## config.mk

```make
export PLATFORM = sky130hd
export DESIGN_NAME = text_video_engine
export DESIGN_NICKNAME = d
export VERILOG_FILES = /design/src/rtl/text_video_engine.sv
export SDC_FILE = /design/constraint.sdc
export NUM_CORES = 1
export LEC_CHECK = 0
export CAP_MARGIN = 20
export CORE_MARGIN = 1
export CORE_UTILIZATION = 50
export CTS_BUF_LIST = sky130_fd_sc_hd__clkbuf_16
export CTS_CLUSTER_DIAMETER = 200
export DETAILED_ROUTE_END_ITERATION = 8
export DONT_BUFFER_PORTS = 1
export HOLD_SLACK_MARGIN = 0.15
export SYNTH_ARGS = -nofsm -noshare
export SYNTH_HDL_FRONTEND = slang
export SYNTH_SLANG_ARGS = --single-unit
```

## constraint.sdc

```tcl
create_clock -name clk -period 8.95 [get_ports clk]
set_input_delay 1.3425 -clock clk [delete_from_list [all_inputs] [get_ports clk]]
set_output_delay 1.3425 -clock clk [all_outputs]
set_load 0.03 [all_outputs]
```

## src/rtl/text_video_engine.sv

```systemverilog
// Text-mode raster engine: VGA timing, char buffer/ROM fetch pipeline,
// scroll wrap, cursor modes and whole-screen invert.
module text_video_engine #(
    parameter int COLS      = 80,
    parameter int ROWS      = 24,
    parameter int COL_BITS  = 7,
    parameter int ROW_BITS  = 5,
    parameter int ADDR_BITS = 11,
    parameter int CHAR_W    = 8,
    parameter int CHAR_H    = 16,
    parameter int H_ACTIVE  = 640,
    parameter int H_FP      = 16,
    parameter int H_SYNC    = 96,
    parameter int H_BP      = 48,
    parameter int V_ACTIVE  = 480,
    parameter int V_FP      = 10,
    parameter int V_SYNC    = 2,
    parameter int V_BP      = 33,
    parameter int V_OFFSET  = 48,
    parameter int SYNC_NEG  = 1
) (
    input  logic                      clk,
    input  logic                      reset,
    output logic                      hsync,
    output logic                      vsync,
    output logic                      video,
    output logic                      hblank,
    output logic                      vblank,
    input  logic [COL_BITS-1:0]       cursor_x,
    input  logic [ROW_BITS-1:0]       cursor_y,
    input  logic                      cursor_blink_on,
    input  logic [1:0]                cursor_mode,
    input  logic                      invert,
    input  logic [ADDR_BITS-1:0]      first_char,
    output logic [ADDR_BITS-1:0]      char_address,
    input  logic [7:0]                char,
    output logic [$clog2(CHAR_H)+7:0] char_rom_address,
    input  logic [CHAR_W-1:0]         char_rom_data
);

    localparam int H_TOTAL = H_ACTIVE + H_FP + H_SYNC + H_BP;
    localparam int V_TOTAL = V_ACTIVE + V_FP + V_SYNC + V_BP;
    localparam int HW      = $clog2(H_TOTAL);
    localparam int VW      = $clog2(V_TOTAL);
    localparam int LB      = $clog2(CHAR_H);
    localparam int PW      = (CHAR_W > 1) ? $clog2(CHAR_W) : 1;
    localparam int AW1     = ADDR_BITS + 1;

    localparam logic [HW-1:0] H_END  = HW'(H_TOTAL - 1);
    localparam logic [HW-1:0] H_ACT  = HW'(H_ACTIVE);
    localparam logic [HW-1:0] HS_BEG = HW'(H_ACTIVE + H_FP);
    localparam logic [HW-1:0] HS_END = HW'(H_ACTIVE + H_FP + H_SYNC);
    localparam logic [HW-1:0] H_TXT  = HW'(COLS * CHAR_W);

    localparam logic [VW-1:0] V_END  = VW'(V_TOTAL - 1);
    localparam logic [VW-1:0] V_ACT  = VW'(V_ACTIVE);
    localparam logic [VW-1:0] VS_BEG = VW'(V_ACTIVE + V_FP);
    localparam logic [VW-1:0] VS_END = VW'(V_ACTIVE + V_FP + V_SYNC);
    localparam logic [VW-1:0] V_TOP  = VW'(V_OFFSET);
    localparam logic [VW-1:0] V_BOT  = VW'(V_OFFSET + ROWS * CHAR_H);

    localparam logic [PW-1:0]       P_END   = PW'(CHAR_W - 1);
    localparam logic [COL_BITS-1:0] COL_END = COL_BITS'(COLS - 1);
    localparam logic [ROW_BITS-1:0] ROW_END = ROW_BITS'(ROWS - 1);
    localparam logic [LB-1:0]       L_LAST  = LB'(CHAR_H - 1);
    localparam logic [LB-1:0]       L_UNDER = LB'(CHAR_H - 2);
    localparam logic [AW1-1:0]      N_CELLS = AW1'(COLS * ROWS);
    localparam logic [AW1-1:0]      COLS_A  = AW1'(COLS);

    // Idle level of both sync outputs.
    localparam logic IDLE = (SYNC_NEG != 0);

    typedef struct packed {
        logic hs;
        logic vs;
        logic hb;
        logic vb;
        logic text;
        logic cur;
        logic inv;
    } ctl_t;

    localparam ctl_t CTL_RST = '{
        hs: IDLE, vs: IDLE, hb: 1'b1, vb: 1'b1,
        text: 1'b0, cur: 1'b0, inv: 1'b0
    };

    logic [HW-1:0]        h_cnt;
    logic [VW-1:0]        v_cnt;
    logic [PW-1:0]        px_cnt;
    logic [COL_BITS-1:0]  col_cnt;
    logic [ROW_BITS-1:0]  row_cnt;
    logic [ADDR_BITS-1:0] row_base;
    logic                 inv_frame;

    logic                 h_wrap;
    logic                 v_wrap;
    logic                 frame_start;
    logic                 h_text;
    logic                 v_text;
    logic                 in_text;
    logic                 row_end;
    logic                 under;
    logic                 hit;
    logic [LB-1:0]        line0;
    logic [AW1-1:0]       first_ext;
    logic [AW1-1:0]       addr_sum;
    logic [AW1-1:0]       row_sum;
    logic [ADDR_BITS-1:0] first_w;
    logic [ADDR_BITS-1:0] base;
    logic [ADDR_BITS-1:0] row_next;
    ctl_t                 c0;
    logic [PW-1:0]        bit0;

    ctl_t                 c1;
    logic [PW-1:0]        px1;
    logic [LB-1:0]        line1;

    ctl_t                 c2;
    logic [PW-1:0]        px2;
    logic                 vid2;

    // S0 decode: raster position, buffer address and per-pixel control.
    always_comb begin
        h_wrap      = (h_cnt == H_END);
        v_wrap      = (v_cnt == V_END);
        frame_start = (h_cnt == '0) && (v_cnt == '0);
        h_text      = (h_cnt < H_TXT);
        v_text      = (v_cnt >= V_TOP) && (v_cnt < V_BOT);
        in_text     = h_text && v_text;

        first_ext = {1'b0, first_char};
        first_w   = ADDR_BITS'((first_ext >= N_CELLS) ?
                               first_ext - N_CELLS : first_ext);
        base      = frame_start ? first_w : row_base;

        addr_sum     = {1'b0, base} + AW1'(col_cnt);
        char_address = ADDR_BITS'((addr_sum >= N_CELLS) ?
                                  addr_sum - N_CELLS : addr_sum);

        row_sum  = {1'b0, row_base} + COLS_A;
        row_next = ADDR_BITS'((row_sum >= N_CELLS) ?
                              row_sum - N_CELLS : row_sum);

        line0   = LB'(v_cnt - V_TOP);
        row_end = h_wrap && v_text && (line0 == L_LAST);
        under   = (line0 >= L_UNDER);
        hit     = in_text && (cursor_x == col_cnt) &&
                  (cursor_y == row_cnt);

        c0      = CTL_RST;
        c0.hs   = ((h_cnt >= HS_BEG) && (h_cnt < HS_END)) ^ IDLE;
        c0.vs   = ((v_cnt >= VS_BEG) && (v_cnt < VS_END)) ^ IDLE;
        c0.hb   = (h_cnt >= H_ACT);
        c0.vb   = (v_cnt >= V_ACT);
        c0.text = in_text;
        c0.inv  = frame_start ? invert : inv_frame;
        case (cursor_mode)
            2'd1:    c0.cur = hit && cursor_blink_on;
            2'd2:    c0.cur = hit && cursor_blink_on && under;
            2'd3:    c0.cur = hit;
            default: c0.cur = 1'b0;
        endcase

        bit0 = P_END - px_cnt;
    end

    // Raster counters, text cell tracking and per-frame sampled settings.
    always_ff @(posedge clk) begin
        if (reset) begin
            h_cnt     <= '0;
            v_cnt     <= '0;
            px_cnt    <= '0;
            col_cnt   <= '0;
            row_cnt   <= '0;
            row_base  <= first_w;
            inv_frame <= 1'b0;
        end else begin
            h_cnt <= h_wrap ? '0 : h_cnt + 1'b1;
            if (h_wrap)
                v_cnt <= v_wrap ? '0 : v_cnt + 1'b1;

            if (h_wrap || px_cnt == P_END)
                px_cnt <= '0;
            else
                px_cnt <= px_cnt + 1'b1;

            // Column saturates at the last cell so the address never
            // runs past the row once the beam is in the right border.
            if (h_wrap)
                col_cnt <= '0;
            else if (px_cnt == P_END && col_cnt != COL_END)
                col_cnt <= col_cnt + 1'b1;

            if (frame_start) begin
                row_base  <= first_w;
                row_cnt   <= '0;
                inv_frame <= invert;
            end else if (row_end) begin
                row_base <= row_next;
                if (row_cnt != ROW_END)
                    row_cnt <= row_cnt + 1'b1;
            end
        end
    end

    // S1: char byte arrives from the buffer and forms the ROM address.
    assign char_rom_address = {char, line1};

    // S0 -> S1 pipeline register.
    always_ff @(posedge clk) begin
        if (reset) begin
            c1    <= CTL_RST;
            px1   <= '0;
            line1 <= '0;
        end else begin
            c1    <= c0;
            px1   <= bit0;
            line1 <= line0;
        end
    end

    // S1 -> S2 pipeline register.
    always_ff @(posedge clk) begin
        if (reset) begin
            c2  <= CTL_RST;
            px2 <= '0;
        end else begin
            c2  <= c1;
            px2 <= px1;
        end
    end

    // S2: select the glyph bit and apply cursor and screen inversion.
    always_comb begin
        vid2 = c2.inv;
        if (c2.text)
            vid2 = char_rom_data[px2] ^ c2.cur ^ c2.inv;
    end

    // S3: registered pins, all aligned three clocks behind the counters.
    always_ff @(posedge clk) begin
        if (reset) begin
            hsync  <= IDLE;
            vsync  <= IDLE;
            hblank <= 1'b1;
            vblank <= 1'b1;
            video  <= 1'b0;
        end else begin
            hsync  <= c2.hs;
            vsync  <= c2.vs;
            hblank <= c2.hb;
            vblank <= c2.vb;
            video  <= vid2;
        end
    end

endmodule

```

==> results.cfg, run 1 <==
[pwr]
p_leak_nw = 1.746
p_per_area_nw_per_um2 = 194.3
totalPowerFinal_uw = 890.0
peakVddDrop_uv = 91.30

[grt]
grt-ovfl-total = 0
grt.total_usage = 0.2047
grt_pass1_wl_um = 14060
grt_pass1_vias = 2830
antenna_found_initial = 0
grt_max_degree = 36

[sta]
finalSetupViolations = 0
rsz0062_at_grt = no
setup_tns_ns = 0
fin_crit_ns = 6.457
max_freq_mhz = 154.9
finalHoldViolCount = 0
drv_slew = 0
skew_ns = 0.01080
tightest_slew_ns = 0.7306
period_share = 0.7214
slew_headroom = 0.5094
layout_setup_ws_ns = 2.493

[synthesis]
syn_area_per_cell_um2 = 9.480
synth_edf_count = 11
netlist_instances = 454
yosysUniqueCellTypes = 70
synth-main-ff-cell = dfxtp_1
async_reset_ff_frac = 0
yosys_warnings = 0
ys_ff_latch = 75
ys_seq_area_frac = 0.3744
syn-cell-area_um2 = 4304
syn-num-nets = 520

[clock_network]
postCtsSetupBuffers = 0
cts_tree = done
clk_path_buf_depth = 2
holdBufCountCts = 0
htree_levels = 3
numCtsBuffers = 9
cts_sinks = 75
clk_pin_slew_ns = 0.07
cts_resized = 0
cts_root_buffer = clkbuf_16
insertion_delay_ns = 0.33

[layout]
synthToLayoutAreaGrowth_pct = 6.395
stdcell_area_um2 = 4579
antenna_cells = 0
layout_commonest_cell = dfxtp_1
nNetsFinal = 507
drive_above_1_share = 0.1300
final_cell_mix = dfxtp_1, nor2_1, xor2_1, xnor2_1, nand2_1

[place]
post_dp_cell_area_um2 = 4285
hpwlAfterDp_um = 6522
gp_congestion = 0.8053
port_buffers = 0
place_ws_ns = 2.894

[floorplan]
start_util = 0.5212
row_count = 33
io_pins = 73
die_h_um = 94.78
core_um2 = 8258
die-area_um2 = 8983
die-width_um = 94.78

[critical_path]
worstPathCellList = nor4_1, nand3_1, nor2_4, mux2_2, ha_1, fa_1, a211oi_1, o21ai_0, o211ai_1, xnor2_1, mux2i_1, ha_1, a21oi_1, mux2_2, a31oi_1
startpoint_type = register
crit_fanout = 13
slowest_delay_ns = 0.55
critPathArrivalTime_ns = 5.11
cp-end-kind = output port
reg2reg_depth = 5
criticalPathCategory = reg2out
critPathRequiredTime_ns = 7.61
slowest_stage = a31oi_1

[status]
status = completed

[route]
drc = 0
drtPass1Iterations = 5
drt-total-wl_um = 8831
vias_per_cell = 5.724
first_iter_violations = 162
vias = 3154
antenna_left = 0
wl_per_cell_um = 16.03

[worst_hold_path]
hold_path.class = reg2reg
hold_depth = 1

[flow_run]
max_cap_violations = 0
-- sequential cells by signal, summed over array words and instances (netlist names), 3 cells and up --
signal / count
px1: 3
row_cnt: 5
line1: 4
c1: 7
px_cnt: 3
c2: 7
v_cnt: 10
row_base: 11
col_cnt: 7
h_cnt: 10
px2: 3
-- synth_stat cells, drive strengths merged, types with 2 or more instances --
cell     count  area (µm²)
and2        11       72.57
a21oi       16       80.08
nand3b       3       26.27
a22oi        3       27.52
a211oi       3       22.52
nor4b        5       65.06
nor3         4       20.02
a2111oi      2       36.29
or2         13       83.84
dfxtp       64        1281
nor4         8       101.3
a21o         6       45.04
o21ai       19       95.09
xor2        29       254.0
nor2b       11       68.82
clkbuf       7       26.28
mux2i        8       80.08
or3          5       31.28
and3b        2       17.52
nor2        53       206.5
inv         12       45.04
and3         3       18.77
ha          20       250.2
nand3       21       110.1
buf         17       123.9
edfxtp      11       330.3
nand2b       4       25.02
nand2       22       85.09
nand4        9       62.56
nor3b        2       15.01
o31ai        2       15.01
o211ai       3       22.52
a21boi       2       15.02
mux4         2       45.04
o21bai       2       15.01
xnor2       23       201.4
a221oi       2       23.77
mux2        10       112.6
a31oi        5       31.28
-- worst paths after layout --
kind	end	startpoint	slack, ns
max reg2reg	row_base[9]	h_cnt[8]	6.16
min reg2reg	hsync	c2[6]	0.41
min	hsync	c2[6]	0.41
max	char_address[9]	h_cnt[8]	2.49
-- cell families (layout without fill, tap and decap cells) --
| family | after synthesis | after routing | share of synthesized area |
|---|---|---|---|
| DFF | 75 | 75 | 0.3744 |
| AOI/OAI and AO/OA | 72 | 72 | 0.1174 |
| adders and majority gates | 21 | 21 | 0.06279 |
| buffers and inverters | 36 | 28 | 0.04535 |
| muxes | 20 | 20 | 0.05523 |
| and+or+nand+nor | 178 | 178 | 0.2390 |
| xor gates and xnor gates | 52 | 52 | 0.1058 |
-- stage by stage --
stage               hold WS, ns  cells    util
floorplan                0.3895    454       -
global placement         0.3913    535  0.5189
detailed placement       0.3923    535  0.5189
CTS                      0.4082    551  0.5545
global route             0.4239    551  0.5545
finish                   0.4066    551  0.5545
-- critical path, delay by kind of cell, from the launching register on --
family	cells	cell delay (ns)
flops	1	0.36
fa+ha+maj	3	0.88
compound gates	5	1.35
mux	3	0.97
xor+xnor	1	0.09
simple gates	3	1.09
-- power by group --
part	switching, mW	internal (mW)	leakage (nW)	total (mW)
clock	0.155	0.195	0.146	0.350
combinational	0.0976	0.0624	0.966	0.160
sequential	0.0194	0.360	0.634	0.380
total	0.272	0.618	1.75	0.890
-- layer usage --
layer	share of wire	track usage	wire, µm
met1	0.51	0.3077	4472
met2	0.43	0.2872	3809
met3	0.054	0.03462	473
met4	0.0086	0.07955	76
met5	0	0	0
-- cell type report --
class | instances | area, µm²
Clock inverter | 7 | 68.82
Multi-Input combinational cell | 343 | 2497
Clock buffer | 9 | 225.2
Fill cell | 751 | 3679
Sequential cell | 75 | 1612
Tap cell | 105 | 131.4
Inverter | 12 | 45.04
Note: power is estimated with default switching activity, not from simulation.
==> run 2, diff against run 1 <==
PLACE_DENSITY = 0.68   (was unset)
clock period = 5.7 ns   (was 8.95 ns; I/O delays follow)
==> results.cfg, run 2 (same netlist as run 1, synthesis figures left out) <==
[pwr]
p_per_area_nw_per_um2 = 303.6
switching_power_uw = 423.6
pwr-share-seq = 0.426
p_leak_nw = 1.758
clkPwrFrac = 0.387
peakVddDrop_uv = 154.9
sw_frac_of_total = 0.3027
power.internal_uw = 975.8
combinationalPowerShare = 0.187

[sta]
slew_headroom = 0.5078
setup_tns_ns = 0
finalHoldViolCount = 0
finalSetupViolations = 0
fin_crit_ns = 5.311
tightest_slew_ns = 0.7330
period_share = 0.9318
drv_slew = 0
skew_ns = 0.005667
max_freq_mhz = 188.3

[flow_run]
max_cap_violations = 0

[grt]
antenna_found_initial = 0
grt.total_usage = 0.2083
grt_pass1_wl_um = 14220
grt_pass1_vias = 2907
grt-ovfl-total = 0
grt_max_degree = 36

[layout]
stdcell_area_um2 = 4609
largest_register_ffs = 11
drive_above_1_share = 0.1403
regMostFlops = row_base
reg_top3 = row_base (11), h_cnt (10), v_cnt (10)
antenna_cells = 0
fill_cells = 773
final_cell_mix = dfxtp_1, nor2_1, xor2_1, xnor2_1, nand2_1
nNetsFinal = 510
layout_commonest_cell = dfxtp_1
synthToLayoutAreaGrowth_pct = 7.093

[critical_path]
crit_fanout = 13
cp-end-kind = output port
critPathArrivalTime_ns = 4.46
criticalPathCategory = reg2out
critPathRequiredTime_ns = 4.85
startpoint_type = register

[floorplan]
die_h_um = 94.78
core_um2 = 8258
io_pins = 73
start_util = 0.5212
die-area_um2 = 8983
die-width_um = 94.78
row_count = 33

[clock_network]
cts_root_buffer = clkbuf_16
postCtsSetupBuffers = 0
insertion_delay_ns = 0.33
clk_pin_slew_ns = 0.06
numCtsBuffers = 9
holdBufCountCts = 0
cts_sinks = 75
cts_tree = done
htree_levels = 3
clk_path_buf_depth = 2

[status]
status = completed

[worst_hold_path]
hold_path.class = reg2reg

[route]
drc = 0
drt-total-wl_um = 8732
wl_per_cell_um = 15.76
vias = 3155
first_iter_violations = 137
antenna_left = 0
drtPass1Iterations = 4
vias_per_cell = 5.695

[place]
hpwlAfterDp_um = 6680
gp_congestion = 0.8785
post_dp_cell_area_um2 = 4308
port_buffers = 0
-- run 2: changes by cell type in the layout (fill, tap and decap cells not counted), sizes merged --
cell	before	now
clkinv	3	1
buf	0	3
inv	16	17
clkinvlp	0	1
-- run 2: final timing paths --
kind	startpoint	end	slack (ns)	cells after the start
setup / recovery	h_cnt[0]	char_address[9]	0.39	19
hold / removal	c2[5]	vsync	0.41	1
setup reg to reg	h_cnt[0]	row_base[5]	3.21	8
hold reg to reg	c2[5]	vsync	0.41	1
-- run 2: per-stage QoR --
| step | util | hold slack [ns] | std cells | setup slack (ns) | power (mW) |
|---|---|---|---|---|---|
| 2_1_floorplan | - | 0.3895 | 454 | 0.7441 | 0.8328 |
| 3_3_place_gp | 0.5217 | 0.3919 | 538 | 0.7218 | 0.8609 |
| 3_5_place_dp | 0.5217 | 0.3940 | 538 | 0.5896 | 0.8679 |
| 4_1_cts | 0.5568 | 0.4092 | 554 | 0.2188 | 1.412 |
| 5_1_grt | 0.5582 | 0.4205 | 554 | -0.01863 | 1.472 |
| 6_report | 0.5582 | 0.4081 | 554 | 0.3886 | 1.399 |
-- run 2: worst max-delay path: stages (launching register included) --
cell and delay (ns):
dfxtp_1 0.35, inv_1 0.07, ha_1 0.14, nor4b_2 0.21, nand3_1 0.20, nor2_4 0.11
buf_4 0.22, mux2_2 0.36, ha_1 0.22, fa_1 0.44, a211oi_2 0.27, o21ai_0 0.19
o211ai_1 0.14, xnor2_1 0.09, mux2i_1 0.26, ha_1 0.22, a21oi_1 0.06, mux2_2 0.25
a31oi_1 0.14, buf_4 0.18
-- run 2: cell type report --
class                   count  area, µm²  share of cell area
flip-flops and latches     75       1612              0.3496
inverters                  12      45.04            0.009772
clock inverters             7      65.06             0.01412
well taps                 105      131.4             0.02850
multi-input cells         343       2509              0.5442
repair buffers              3      22.52            0.004886
clock buffers               9      225.2             0.04886
-- run 2: layer usage --
metal | up-vias | global-route usage | share of wire
met3 | 12 | 0.04992 | 0.057
met4 | 0 | 0.06313 | 0.010
met5 | - | 0 | 0
met2 | 86 | 0.3237 | 0.46
li1 | 1580 | - | -
met1 | 1477 | 0.2849 | 0.47
-- run 2: timing repair --
action                     CTS  global route
setup endpoints to repair    0             1
hold endpoints to repair     0             0
gates resized for setup      0             2
-- run 2: power by group through the flow --
stage | combinational, mW | sequential (mW) | clock, mW
finish | 0.262 | 0.597 | 0.541
global route | 0.291 | 0.602 | 0.579
CTS | 0.262 | 0.596 | 0.554
detailed placement | 0.261 | 0.607 | 0
global placement | 0.254 | 0.606 | 0
floorplan | 0.241 | 0.592 | 0
==> run 3, diff against run 2 <==
ABC_AREA = 1   (was unset)
REMOVE_ABC_BUFFERS = 1   (was unset)
==> results.cfg, run 3 <==
[synthesis]
ys_seq_area_frac = 0.3651
yosys_warnings = 0
synthTopCellsByArea = dfxtp_1, inv_1, nand2_1
ys_ff_latch = 75
syn_area_per_cell_um2 = 7.469
syn-cell-area_um2 = 4414
async_reset_ff_frac = 0
netlist_instances = 591
synth-main-ff-cell = dfxtp_1
netlist.area_leader.share = 0.2902
synth_edf_count = 11
yosysTopAreaCell = dfxtp_1
synthTopCellsByCount = inv_1, nand2_1, nor2_1, dfxtp_1, nand3_1
yosysUniqueCellTypes = 47

[grt]
grt-ovfl-total = 0
grt_max_degree = 28
grt_pass1_vias = 3374
antenna_found_initial = 0
grt_pass1_wl_um = 15150
grt.total_usage = 0.2153

[layout]
reg_top3 = row_base (11), h_cnt (10), v_cnt (10)
final_cell_count_no_fill = 696
regMostFlops = row_base
fin_util = 0.5678
nNetsFinal = 652
final_cell_mix = inv_1, nand2_1, nor2_1, dfxtp_1, nand3_1
largest_register_ffs = 11
stdcell_area_um2 = 4760
drive_above_1_share = 0.1168
antenna_cells = 0
synthToLayoutAreaGrowth_pct = 7.823

[sta]
worst_hold_slack_ns = 0.4013
setup_tns_ns = 0
finalSetupViolations = 0
skew_ns = 0.005874
fin_crit_ns = 4.736
layout_setup_ws_ns = 0.9636
tightest_slew_ns = 0.6710
rsz0062_at_grt = no
period_share = 0.8309
drv_slew = 0
slew_headroom = 0.5495
max_freq_mhz = 211.1
finalHoldViolCount = 0

[place]
post_dp_cell_area_um2 = 4442
dp.cells = 680
place_ws_ns = 1.328
port_buffers = 0
hpwlAfterDp_um = 7204
gp_congestion = 0.8763

[floorplan]
die_h_um = 95.96
core_um2 = 8382
io_pins = 73
die-width_um = 95.96
row_count = 33
die-area_um2 = 9208
start_util = 0.5266

[critical_path]
slowest_stage = fa_1
crit_fanout = 11
cp-end-kind = output port
startpoint_type = register
crit_top_cell = nand2_1
rrSetupSlack_ns = 3.41
critPathRequiredTime_ns = 4.85
slowest_delay_ns = 0.41
critPathArrivalTime_ns = 3.88
criticalPathCategory = reg2out

[route]
vias = 3637
first_iter_violations = 156
drc = 0
drtPass1Iterations = 5
antenna_left = 0
wl_per_cell_um = 13.25
vias_per_cell = 5.226
drt-total-wl_um = 9220

[clock_network]
insertion_delay_ns = 0.33
cts_sinks = 75
clk_path_buf_depth = 2
numCtsBuffers = 9
cts_resized = 0
clk_pin_slew_ns = 0.06
cts_tree = done
holdBufCountCts = 0
postCtsSetupBuffers = 0
cts_root_buffer = clkbuf_16
htree_levels = 3

[status]
status = completed

[pwr]
p_per_area_nw_per_um2 = 305.1
totalPowerFinal_mw = 1.452
peakVddDrop_uv = 151.8
p_leak_nw = 2.199

[flow_run]
max_cap_violations = 0

[worst_hold_path]
hold_path.class = reg2reg
run 3: cell type report:
type                       instances  area, µm²
timing repair buffer               1      7.507
fill                             799       3622
inverter                          97      365.4
tap                              105      131.4
multi-input combinational        402       2326
sequential                        75       1612
clock inverter                     6      67.56
clock buffer                      10      250.2
run 3: worst paths after layout:
kind,from,endpoint,depth (start not counted)
worst max-delay path,v_cnt[0],char_address[9],27
worst min-delay path,px1[1],px2[1],2
worst max register to register,v_cnt[0],row_base[7],10
worst min register to register,px1[1],px2[1],2
run 3: kinds of logic after synthesis:
family | after synthesis | share of synthesized area
adders and majority gates | 21 | 0.06122
and+or+nand+nor | 280 | 0.3197
buffers and inverters | 114 | 0.1080
AOI/OAI and AO/OA | 78 | 0.1003
DFF | 75 | 0.3651
xor gates and xnor gates | 23 | 0.04563
run 3: worst max-delay path, delay by kind of cell, from the launching register on:
kind	cells	cell delay, ns
compound gates	1	0.09
fa+ha+maj	4	1.00
buf+inv	5	0.39
flops	1	0.32
simple gates	17	1.72
run 3: where the power goes:
part / switching, mW / internal, mW
sequential: 0.0198 / 0.568
combinational: 0.187 / 0.0843
clock: 0.224 / 0.369
total: 0.431 / 1.02
run 3: metal layers:
layer,part of all wire,GRT usage,up-vias
li1,-,-,1883
met5,0,0,-
met1,0.47,0.2761,1670
met3,0.042,0.05687,7
met4,0.0066,0.05597,0
met2,0.48,0.3583,77
